### src/rtl/d_lock_pkg.sv
// Shared types and defaults for the keypad lock slice.
package d_lock_pkg;

  typedef enum logic [2:0] {
    ST_LOCKED,
    ST_ENTRY,
    ST_CHECK,
    ST_OPEN,
    ST_NEWCODE,
    ST_STOP
  } lock_state_t;

  localparam int unsigned CODE_LEN_DFLT    = 4;
  localparam logic [15:0] DEFAULT_CODE_DFLT = 16'h1234;
  localparam int unsigned LOCK_THRESH_DFLT = 3;
  localparam int unsigned ERR_MAX          = 7;

  // Saturating increment of the wrong-entry counter.
  function automatic logic [2:0] err_inc(input logic [2:0] e);
    return (e == 3'(ERR_MAX)) ? e : e + 3'd1;
  endfunction

endpackage

### src/rtl/d_module_code_check.sv
// Keypad code entry and verification feeding d_module_timer.
module d_module_code_check
  import d_lock_pkg::*;
#(
  parameter int unsigned CODE_LEN = CODE_LEN_DFLT,
  parameter logic [CODE_LEN*4-1:0] DEFAULT_CODE = (CODE_LEN*4)'(DEFAULT_CODE_DFLT),
  parameter int unsigned LOCK_THRESH = LOCK_THRESH_DFLT
) (
  input  logic       clk_in,
  input  logic       reset,
  input  logic       key_valid,
  input  logic [3:0] key_digit,
  input  logic       btn_enter,
  input  logic       btn_clear,
  input  logic       btn_set,
  input  logic       enb_set,
  input  logic       tmr_done,
  output logic       enb_lock,
  output logic       gen_stop,
  output logic [2:0] error_counter,
  output logic [2:0] entry_cnt,
  output logic       code_changed
);

  localparam int unsigned CW  = CODE_LEN * 4;
  localparam logic [3:0]  LEN = 4'(CODE_LEN);

  // Registered copies of the inputs; the FSM acts one cycle after sampling,
  // giving enter -> CHECK -> result on the following two edges.
  logic       kv_q, ent_q, clr_q, set_q, es_q, done_q;
  logic [3:0] kd_q;

  lock_state_t    state, state_n;
  logic [CW-1:0]  entry, entry_n, stored, stored_n;
  logic [3:0]     cnt, cnt_n;
  logic [2:0]     err, err_n;
  logic           lock, lock_n, stop, stop_n, chg, chg_n;
  logic           digit_ok;
  logic [CW-1:0]  entry_shift;

  assign digit_ok    = kv_q && (kd_q <= 4'd9);
  assign entry_shift = CW'({entry, kd_q});

  // Input sampling stage.
  always_ff @(posedge clk_in) begin
    if (reset) begin
      kv_q   <= 1'b0;
      kd_q   <= '0;
      ent_q  <= 1'b0;
      clr_q  <= 1'b0;
      set_q  <= 1'b0;
      es_q   <= 1'b0;
      done_q <= 1'b0;
    end else begin
      kv_q   <= key_valid;
      kd_q   <= key_digit;
      ent_q  <= btn_enter;
      clr_q  <= btn_clear;
      set_q  <= btn_set;
      es_q   <= enb_set;
      done_q <= tmr_done;
    end
  end

  // State and datapath registers.
  always_ff @(posedge clk_in) begin
    if (reset) begin
      state  <= ST_LOCKED;
      entry  <= '0;
      cnt    <= '0;
      stored <= DEFAULT_CODE;
      err    <= '0;
      lock   <= 1'b0;
      stop   <= 1'b0;
      chg    <= 1'b0;
    end else begin
      state  <= state_n;
      entry  <= entry_n;
      cnt    <= cnt_n;
      stored <= stored_n;
      err    <= err_n;
      lock   <= lock_n;
      stop   <= stop_n;
      chg    <= chg_n;
    end
  end

  // Next-state and next-data logic; clear > enter > digit within a cycle.
  always_comb begin
    state_n  = state;
    entry_n  = entry;
    cnt_n    = cnt;
    stored_n = stored;
    err_n    = err;
    lock_n   = lock;
    stop_n   = stop;
    chg_n    = 1'b0;
    unique case (state)
      ST_LOCKED, ST_ENTRY: begin
        if (done_q || clr_q) begin
          entry_n = '0;
          cnt_n   = '0;
          state_n = ST_LOCKED;
        end else if (ent_q) begin
          state_n = ST_CHECK;
        end else if (digit_ok && (cnt < LEN)) begin
          entry_n = entry_shift;
          cnt_n   = cnt + 4'd1;
          state_n = ST_ENTRY;
        end
      end
      ST_CHECK: begin
        entry_n = '0;
        cnt_n   = '0;
        if ((cnt == LEN) && (entry == stored)) begin
          err_n   = '0;
          lock_n  = 1'b1;
          state_n = ST_OPEN;
        end else begin
          err_n = err_inc(err);
          if (32'(err_inc(err)) >= LOCK_THRESH) begin
            stop_n  = 1'b1;
            state_n = ST_STOP;
          end else begin
            state_n = ST_LOCKED;
          end
        end
      end
      ST_OPEN: begin
        if (done_q) begin
          lock_n  = 1'b0;
          state_n = ST_LOCKED;
        end else if (set_q && es_q) begin
          entry_n = '0;
          cnt_n   = '0;
          state_n = ST_NEWCODE;
        end
      end
      ST_NEWCODE: begin
        if (done_q) begin
          entry_n = '0;
          cnt_n   = '0;
          lock_n  = 1'b0;
          state_n = ST_LOCKED;
        end else if (!es_q || clr_q) begin
          entry_n = '0;
          cnt_n   = '0;
          state_n = ST_OPEN;
        end else if (ent_q) begin
          if (cnt == LEN) begin
            stored_n = entry;
            chg_n    = 1'b1;
          end
          entry_n = '0;
          cnt_n   = '0;
          state_n = ST_OPEN;
        end else if (digit_ok && (cnt < LEN)) begin
          entry_n = entry_shift;
          cnt_n   = cnt + 4'd1;
        end
      end
      ST_STOP: begin
        if (done_q) begin
          stop_n  = 1'b0;
          state_n = ST_LOCKED;
        end
      end
      default: state_n = ST_LOCKED;
    endcase
  end

  assign enb_lock      = lock;
  assign gen_stop      = stop;
  assign error_counter = err;
  // Display count is 3 bits wide; an 8-digit entry shows as 0 when full.
  assign entry_cnt     = cnt[2:0];
  assign code_changed  = chg;

endmodule

### config.mk
export PLATFORM = sky130hd
export DESIGN_NAME = d_module_code_check
export DESIGN_NICKNAME = d
export VERILOG_FILES = /design/src/rtl/d_lock_pkg.sv /design/src/rtl/d_module_code_check.sv
export SDC_FILE = /design/constraint.sdc
export NUM_CORES = 1
export LEC_CHECK = 0
export ABC_CLOCK_PERIOD_IN_PS = 4600
export CAP_MARGIN = 20
export CORE_MARGIN = 3
export CORE_UTILIZATION = 50
export CTS_BUF_LIST = sky130_fd_sc_hd__clkbuf_8 sky130_fd_sc_hd__clkbuf_16
export DETAILED_ROUTE_END_ITERATION = 7
export GPL_TIMING_DRIVEN = 0
export PLACE_DENSITY = 0.8
export RECOVER_POWER = 100
export SYNTH_ARGS = -nofsm -noshare
export SYNTH_HDL_FRONTEND = slang
export SYNTH_SLANG_ARGS = --single-unit
### constraint.sdc
create_clock -name clk_in -period 4.6 [get_ports clk_in]
set_input_delay 0.92 -clock clk_in [delete_from_list [all_inputs] [get_ports clk_in]]
set_output_delay 0.92 -clock clk_in [all_outputs]
set_load 0.01 [all_outputs]
==> impl_metrics.csv, run 1 <==
group,metric,value,unit
status,status,"finished clean",
drt,ant_nets,0,
clock_network,h-tree-depth,2,
synthesis,synth_nets,276,
clock_network,cts_hold_buf,0,
clock_network,clockBufferDepth,2,
synthesis,synth_top_family_by_area,"simple AND/OR/NAND/NOR gates",
worst_setup_path,crit_fanout,4,
synthesis,synth_cells,261,
floorplan,die_area,5669,µm²
placed_design,pre_cts_ws,2.466,ns
clock_network,post_cts_buffers,0,
timing,skew,0.007643,ns
drt,first_pass_iters,4,
layout,layout_commonest_cell,"dfxtp_1",
timing,slew_headroom,49.50,%
clock_network,clock_latency,0.31,ns
placed_design,hpwl,3311,µm
global_routing,gr-usage-all-layers,18.24,%
layout,drive_gt1_share,5.556,%
worst_setup_path,criticalPathCategory,"flip-flop to primary output",
layout,most-common-layout-cells,"dfxtp_1, nor2_1, mux2i_1",
drt,wirelength,4499,µm
timing,tns,0,ns
worst_setup_path,cp.arrival,1.38,ns
placed_design,placement.io_buffers,19,
clock_network,cts.sinks,55,
synthesis,synth_top_flop_cell,"dfxtp_1",
global_routing,grt_start_max_net_pins,18,
flow_run,maxCapViolCount,0,
power,power_density,302.7,nW/µm²
global_routing,grt_pass1_wl,8052,µm
power,cellLeakagePower,1.222,nW
synthesis,post_synth_num_cell_types,40,
worst_setup_path,cp-end-kind,"primary output",
global_routing,grt_pass1_vias,1815,
layout,multiInputGateArea,1169,µm²
floorplan,start_util,53.31,%
timing,worst-slew-pin-transition,0.7575,ns
power,peakVddDrop,0.2488,mV
layout,ff_latch_area,1101,µm²
worst_setup_path,worstSetupStartpointType,"flip-flop",
layout,n_fill_cell,406,
timing,period_needed,2.305,ns
synthesis,yosysSeqAreaShare,45.86,%
synthesis,async_flop_share,0,%
timing,hold_violations,0,
clock_network,root_buffer,"clkbuf_8",
synthesis,yosys.area_share.simple,21.05,%
drt,post_drt_wl_per_cell,13.23,µm
layout,num-nets-final,302,
timing,post-route-period-util,50.11,%
layout,syn_to_final_growth,13.86,%
floorplan,row_count,24,
drt,viasPerCell,5.291,
synthesis,synth_seq_cells,55,
synthesis,synth_compound_area_share,10.58,%
floorplan,die_width,75.30,µm
drt,dr.first_iter.drc_count,87,
synthesis,yosys.area_share.adder,1.563,%
timing,clock.fmax,0.4339,GHz
drt,num_vias,1799,
synthesis,synth_area_per_cell,9.199,µm²
timing,setup_viol,0,
layout,num_antenna_cells,0,
timing,grt_setup_unrepaired,"no",
global_routing,grt_overflow,0,
clock_network,cts_buffers,5,
timing,drv_slew,0,
synthesis,synth.area.mux_share,10.01,%
worst_setup_path,required,3.68,ns
floorplan,die_h,75.30,µm
synthesis,synth-edff-count,0,
clock_network,clkTransAtPathRegs,0.09,ns
clock_network,cts-resized-gates,0,
floorplan,core_area,4504,µm²
global_routing,grt_antenna_before_repair,0,
drt,drt_drc_violations_left,0,
synthesis,synth-xor-area-share,6.201,%
synthesis,yosys_warnings,0,
timing,setup_ws,2.295,ns
placed_design,gp_congestion,0.8363,
synthesis,netlist_area,2401,µm²
floorplan,ioPinCount,21,
worst_hold_path,hp-class,"flip-flop to flip-flop",
clock_network,cts_tree,"built",
## Yosys cell counts, drive strengths merged, types with 2 or more instances
master / count / area (µm²)
dfxtp: 55 / 1101
a221oi: 4 / 47.55
a31oi: 2 / 12.51
o21ai: 6 / 30.03
nor2b: 13 / 81.33
nand2: 8 / 30.03
nor3: 2 / 10.01
nor4: 4 / 37.53
nand3b: 2 / 15.01
xor2: 14 / 122.6
xnor2: 3 / 26.28
clkbuf: 6 / 22.52
nand3: 5 / 25.02
ha: 3 / 37.54
a21oi: 8 / 40.04
a211o: 5 / 43.79
nand4: 2 / 12.51
mux2i: 24 / 240.2
o211ai: 2 / 15.01
and2: 2 / 12.51
buf: 7 / 42.54
o21a: 2 / 15.01
and3: 3 / 18.77
nor2: 52 / 195.2
a311oi: 2 / 17.52
nand2b: 3 / 21.27
inv: 13 / 48.80
## metrics by stage
| step | utilization, % | power [mW] | area (µm²) | hold WS (ns) | std cells |
|---|---|---|---|---|---|
| after CTS | 61.17 | 0.8387 | 2755 | 0.4496 | 340 |
| after global placement | 58.97 | 0.5625 | 2656 | 0.4294 | 332 |
| after floorplan | - | 0.5410 | 2401 | 0.4162 | 261 |
| after global routing | 60.69 | 0.8651 | 2734 | 0.4804 | 340 |
| after detailed placement | 58.97 | 0.5643 | 2656 | 0.4346 | 332 |
| final | 60.69 | 0.8276 | 2734 | 0.4563 | 340 |
## sequential cells by signal, summed over array words and instances, names as in the netlist, 3 cells and up
name,flops
kd_q,4
cnt,4
stored,16
error_counter,3
entry,16
state,3
## where the power goes
group	switching [mW]	total (mW)	internal, mW	leakage, nW
Sequential	0.00750	0.491	0.484	0.446
Clock	0.153	0.276	0.123	0.0474
Combinational	0.0326	0.0599	0.0274	0.728
## layout make-up
type / count / area share [%]
tap: 52 / 2.380
timing repair buffer: 19 / 6.957
sequential: 55 / 40.27
buffer: 13 / 2.243
multi-input combinational: 180 / 42.75
clock buffer: 6 / 3.021
inverter: 13 / 1.785
clock inverter: 2 / 0.5950
## cell families after synthesis
| logic type | Yosys count |
|---|---|
| compound gates | 35 |
| xor+xnor | 17 |
| fa+ha+maj | 3 |
| buf+inv | 26 |
| flops | 55 |
| mux | 24 |
| simple gates | 101 |
## metal layers
metal,vias to the layer above,share of wire (%),GRT usage (%)
li1,931,-,-
met1,822,47,22.81
met2,36,47,29.91
met3,10,4.1,4.617
met4,0,2.2,7.767
met5,-,0,0
## path summary, 6_finish.rpt
kind / start / to / slack, ns / cells past startpoint
max: cnt[2] / entry_cnt[2] / 2.30 / 2
min: cnt[3] / cnt[3] / 0.46 / 2
max reg2reg: cnt[0] / enb_lock / 2.43 / 8
min reg2reg: cnt[3] / cnt[3] / 0.46 / 2
## worst max-delay path, cell delays in order, from the launching register on
cell and delay, ns:
dfxtp_1 0.38, buf_4 0.12, dlygate4sd3_1 0.59
No activity file was read; power rests on OpenSTA's default activity.
==> run 2: changes to the inputs <==
--- a/config.mk
+++ b/config.mk
@@ -5,7 +5,7 @@
 export SDC_FILE = /design/constraint.sdc
 export NUM_CORES = 1
 export LEC_CHECK = 0
-export ABC_CLOCK_PERIOD_IN_PS = 4600
+export ABC_CLOCK_PERIOD_IN_PS = 2300
 export CAP_MARGIN = 20
 export CORE_MARGIN = 3
 export CORE_UTILIZATION = 50
==> constraint.sdc (replaced) <==
create_clock -name clk_in -period 2.3 [get_ports clk_in]
set_input_delay 0.46 -clock clk_in [delete_from_list [all_inputs] [get_ports clk_in]]
set_output_delay 0.46 -clock clk_in [all_outputs]
set_load 0.01 [all_outputs]
==> impl_metrics.csv, run 2 (synthesis gave the netlist of run 1 again) <==
group,metric,value,unit
timing,grt_setup_unrepaired,"no",
drt,dr.first_iter.drc_count,98,
placed_design,dpl.cell_count,332,
floorplan,row_count,24,
floorplan,die_area,5669,µm²
global_routing,gr-usage-all-layers,18.24,%
clock_network,clkTransAtPathRegs,0.09,ns
worst_setup_path,ff2ff_path_depth,8,
placed_design,hpwl,3311,µm
layout,layout_commonest_cell,"dfxtp_1",
floorplan,core_area,4504,µm²
floorplan,die_width,75.30,µm
flow_run,maxCapViolCount,0,
clock_network,root_buffer,"clkbuf_8",
clock_network,cts-resized-gates,0,
timing,setup_viol,0,
timing,clock.fmax,0.4706,GHz
layout,multiInputGateArea,1180,µm²
worst_setup_path,crit_fanout,4,
clock_network,h-tree-depth,2,
drt,num_vias,1807,
worst_setup_path,timing.reg2reg.setup_slack,0.18,ns
global_routing,grt_overflow,0,
timing,hold_violations,0,
power,cellLeakagePower,1.225,nW
timing,worst-slew-pin-transition,0.6397,ns
clock_network,cts_buffers,5,
worst_setup_path,criticalPathCategory,"flip-flop to flip-flop",
layout,largestRegisters,"entry (16), stored (16)",
timing,post-route-period-util,92.38,%
drt,drt_drc_violations_left,0,
worst_setup_path,cp-end-kind,"flip-flop",
layout,num-nets-final,302,
worst_setup_path,max_stage_delay,0.37,ns
timing,period_needed,2.125,ns
worst_hold_path,min_path_cells,2,
drt,first_pass_iters,4,
worst_setup_path,cp.arrival,2.35,ns
clock_network,clock_latency,0.31,ns
floorplan,start_util,53.31,%
global_routing,grt_pass1_wl,8052,µm
timing,setup_ws,0.1752,ns
layout,most-common-layout-cells,"dfxtp_1, nor2_1, mux2i_1",
global_routing,use_met3,4.617,%
timing,drv_slew,0,
worst_hold_path,hp-class,"flip-flop to flip-flop",
global_routing,grt_antenna_before_repair,0,
clock_network,clockBufferDepth,2,
power,power_density,604.2,nW/µm²
clock_network,post_cts_buffers,0,
timing,holdWs,0.4574,ns
timing,tns,0,ns
worst_setup_path,required,2.53,ns
layout,syn_to_final_growth,14.38,%
drt,ant_nets,0,
placed_design,place_area,2656,µm²
worst_setup_path,cp_cell_sequence,"inv_1 > ha_1 > nand3b_1 > nor4_1 > nand3_1 > nand2b_1 > or3_4 > a221oi_2",
placed_design,gp_congestion,0.8363,
timing,skew,0.007732,ns
power,power.total,1.659,mW
layout,utilization,60.97,%
global_routing,met1_usage,22.81,%
layout,final_area,2746,µm²
drt,post_drt_wl_per_cell,13.25,µm
worst_setup_path,worstSetupStartpointType,"flip-flop",
layout,ff_latch_area,1101,µm²
global_routing,busiest_layer,"met2",
placed_design,placement.io_buffers,19,
clock_network,cts_tree,"built",
clock_network,cts_hold_buf,0,
placed_design,pre_cts_ws,0.1664,ns
layout,final-instance-count-excl-fill,340,
layout,drive_gt1_share,6.597,%
drt,viasPerCell,5.315,
timing,slew_headroom,57.35,%
layout,num_antenna_cells,0,
clock_network,cts.sinks,55,
layout,n_fill_cell,403,
global_routing,grt_pass1_vias,1815,
drt,wirelength,4506,µm
floorplan,ioPinCount,21,
status,status,"finished clean",
global_routing,gr-usage-met2,29.91,%
worst_setup_path,crit_slowest_cell,"or3_4",
power,peakVddDrop,0.4994,mV
global_routing,grt_start_max_net_pins,18,
floorplan,die_h,75.30,µm
## run 2: cell counts in the layout (fill, tap and decap cells not counted)
No cell type changed its count.
## run 2: worst max-delay path: cells and delay by family, from the launching register on
kind	cells	cell delay, ns
flip-flops	1	0.34
adder cells (fa/ha/maj)	1	0.15
buffers and inverters	1	0.09
AO/OA/AOI/OAI	1	0.26
AND/OR/NAND/NOR	5	1.20
## run 2: worst paths after layout
check	start	endpoint
setup reg to reg	cnt[0]	enb_lock
setup / recovery	cnt[0]	enb_lock
hold / removal	cnt[3]	cnt[3]
hold reg to reg	cnt[3]	cnt[3]
## run 2: cell type report
cell class                      count  area share [%]
Multi-Input combinational cell    180           42.96
Buffer                             13           2.278
Sequential cell                    55           40.09
Tap cell                           52           2.369
Timing Repair Buffer               19           6.925
Inverter                           13           1.777
Clock inverter                      2          0.5923
Clock buffer                        6           3.007
## run 2: layer usage
| layer | part of all wire, % | up-vias |
|---|---|---|
| li1 | - | 934 |
| met1 | 47 | 829 |
| met2 | 47 | 33 |
| met3 | 3.8 | 11 |
| met4 | 1.9 | 0 |
| met5 | 0 | - |
## run 2: power breakdown
group | internal (mW) | total [mW] | switching [mW] | leakage [nW]
clock | 0.246 | 0.557 | 0.310 | 0.0474
combinational | 0.0547 | 0.120 | 0.0654 | 0.731
sequential | 0.967 | 0.983 | 0.0153 | 0.446
total | 1.27 | 1.66 | 0.391 | 1.22
==> run 3: changes to the inputs <==
--- a/config.mk
+++ b/config.mk
@@ -5,14 +5,14 @@
 export SDC_FILE = /design/constraint.sdc
 export NUM_CORES = 1
 export LEC_CHECK = 0
-export ABC_CLOCK_PERIOD_IN_PS = 2300
+export ABC_CLOCK_PERIOD_IN_PS = 1760
 export CAP_MARGIN = 20
 export CORE_MARGIN = 3
 export CORE_UTILIZATION = 50
 export CTS_BUF_LIST = sky130_fd_sc_hd__clkbuf_8 sky130_fd_sc_hd__clkbuf_16
 export DETAILED_ROUTE_END_ITERATION = 7
 export GPL_TIMING_DRIVEN = 0
-export PLACE_DENSITY = 0.8
+export PLACE_DENSITY = 0.82
 export RECOVER_POWER = 100
 export SYNTH_ARGS = -nofsm -noshare
 export SYNTH_HDL_FRONTEND = slang
==> constraint.sdc (replaced) <==
create_clock -name clk_in -period 1.76 [get_ports clk_in]
set_input_delay 0.352 -clock clk_in [delete_from_list [all_inputs] [get_ports clk_in]]
set_output_delay 0.352 -clock clk_in [all_outputs]
set_load 0.01 [all_outputs]
==> impl_metrics.csv, run 3 (synthesis gave the netlist of run 1 again) <==
group,metric,value,unit
status,status,"complete, but fails checks",
status,violations,"negative setup slack",
drt,highest_layer,"met4",
layout,n_fill_cell,370,
layout,largestRegisters,"entry (16), stored (16)",
floorplan,start_util,53.31,%
global_routing,grt_antenna_before_repair,0,
layout,syn_to_final_growth,20.69,%
clock_network,clock_latency,0.30,ns
worst_setup_path,cp-end-kind,"flip-flop",
drt,viasPerCell,5.426,
layout,final_area,2898,µm²
floorplan,core_area,4504,µm²
power,power_density,752.4,nW/µm²
layout,final-instance-count-excl-fill,350,
worst_hold_path,min_from,"reset",
layout,layout_commonest_cell,"nor2_1",
clock_network,cts.sinks,55,
timing,setup_viol,5,
timing,tns,-0.3346,ns
placed_design,gp_congestion,0.8896,
floorplan,die_area,5669,µm²
layout,num-nets-final,312,
worst_hold_path,min_path_cells,2,
floorplan,die_h,75.30,µm
layout,drive_gt1_share,17.45,%
timing,period_needed,1.886,ns
layout,most-common-layout-cells,"nor2_1, dfxtp_1, mux2i_1",
power,power.total,2.180,mW
worst_setup_path,timing.reg2reg.setup_slack,-0.13,ns
timing,drv_slew,0,
placed_design,hpwl,3407,µm
timing,setup_ws,-0.1261,ns
clock_network,cts_buffers,5,
placed_design,place_area,2656,µm²
drt,post_drt_wl_per_cell,13.95,µm
timing,skew,0.01000,ns
power,peakVddDrop,0.5491,mV
drt,num_vias,1899,
worst_setup_path,required,1.99,ns
timing,post-route-period-util,107.2,%
clock_network,root_buffer,"clkbuf_8",
worst_setup_path,max_stage_delay,0.38,ns
clock_network,cts_hold_buf,0,
global_routing,grt_pass1_vias,1702,
worst_setup_path,crit_fanout,4,
drt,drt_drc_violations_left,0,
floorplan,ioPinCount,21,
placed_design,dpl.cell_count,332,
global_routing,grt_overflow,0,
placed_design,placement.io_buffers,19,
clock_network,clkTransAtPathRegs,0.10,ns
worst_setup_path,crit_slowest_cell,"nor4_2",
drt,wl_met2,2401,µm
timing,hold_violations,0,
timing,worst-slew-pin-transition,0.5995,ns
drt,wirelength,4881,µm
drt,met1Wirelength,2234,µm
worst_hold_path,hp-class,"input pin to flip-flop",
timing,clock.fmax,0.5302,GHz
clock_network,clockBufferDepth,2,
placed_design,pre_cts_ws,-0.2328,ns
timing,grt_setup_unrepaired,"yes",
global_routing,grt_start_max_net_pins,18,
floorplan,die_width,75.30,µm
worst_hold_path,min_to,"kd_q[3]",
drt,dr_wl_met3,201,µm
drt,ant_nets,0,
worst_setup_path,timing.rr.end,"enb_lock",
floorplan,row_count,24,
worst_setup_path,cp_cell_sequence,"xor2_1 > nor4_2 > and3_4 > nand2b_4 > or3_4 > a221oi_2",
flow_run,maxCapViolCount,0,
layout,num_antenna_cells,0,
timing,slew_headroom,60.03,%
worst_setup_path,worstSetupStartpointType,"flip-flop",
clock_network,h-tree-depth,2,
drt,dr.first_iter.drc_count,156,
worst_setup_path,cp.arrival,2.11,ns
worst_setup_path,ff2ff_path_depth,6,
worst_setup_path,criticalPathCategory,"flip-flop to flip-flop",
clock_network,cts_tree,"built",
worst_setup_path,r2r-start,"entry[11]",
global_routing,grt_pass1_wl,7997,µm
drt,first_pass_iters,4,
global_routing,gr-usage-all-layers,18.47,%
power,cellLeakagePower,1.296,nW
run 3: layout make-up:
| class | count | area [µm²] | area share, % |
|---|---|---|---|
| clock buffers | 6 | 82.58 | 2.850 |
| well taps | 52 | 65.06 | 2.245 |
| plain buffers | 13 | 68.82 | 2.375 |
| multi-input cells | 180 | 1241 | 42.83 |
| repair buffers | 29 | 262.8 | 9.067 |
| clock inverters | 2 | 16.27 | 0.5613 |
| flip-flops and latches | 55 | 1112 | 38.39 |
| inverters | 13 | 48.80 | 1.684 |
run 3: worst max path at each step:
stage	startpoint	endpoint	slack, ns	cells after the start
6_report	entry[11]	enb_lock	-0.13	6
3_5_place_dp	cnt[0]	enb_lock	-0.23	8
5_1_grt	cnt[0]	enb_lock	-0.23	8
3_3_place_gp	cnt[0]	enb_lock	-0.22	8
4_1_cts	entry[7]	enb_lock	-0.15	6
2_1_floorplan	cnt[0]	enb_lock	0.03	8
run 3: stage by stage:
step | hold WS, ns | utilization, %
global placement | 0.4275 | 58.97
finish | 0.3528 | 64.33
detailed placement | 0.4305 | 58.97
CTS | 0.3529 | 62.14
floorplan | 0.4162 | -
global route | 0.3571 | 64.33
run 3: critical path: cells and delay by family (launching register included):
| kind | cells | cell delay, ns |
|---|---|---|
| simple gates | 4 | 1.05 |
| flops | 1 | 0.34 |
| compound gates | 1 | 0.26 |
| xor+xnor | 1 | 0.16 |
run 3: timing repair:
item | CTS | global route
buffers inserted | 2 | 8
gates resized for setup | 11 | 16
setup endpoints to repair | 33 | 42
pin swaps | 6 | 4
run 3: routing by layer:
layer,vias to the layer above,GRT usage (%)
met5,-,0
met3,4,4.222
met2,43,31.06
li1,954,-
met1,898,24.09
met4,0,4.660
run 3: power by group:
part	internal, mW	switching, mW
Combinational	0.0784	0.0902
Sequential	1.26	0.0216
Clock	0.322	0.405
Total	1.66	0.516
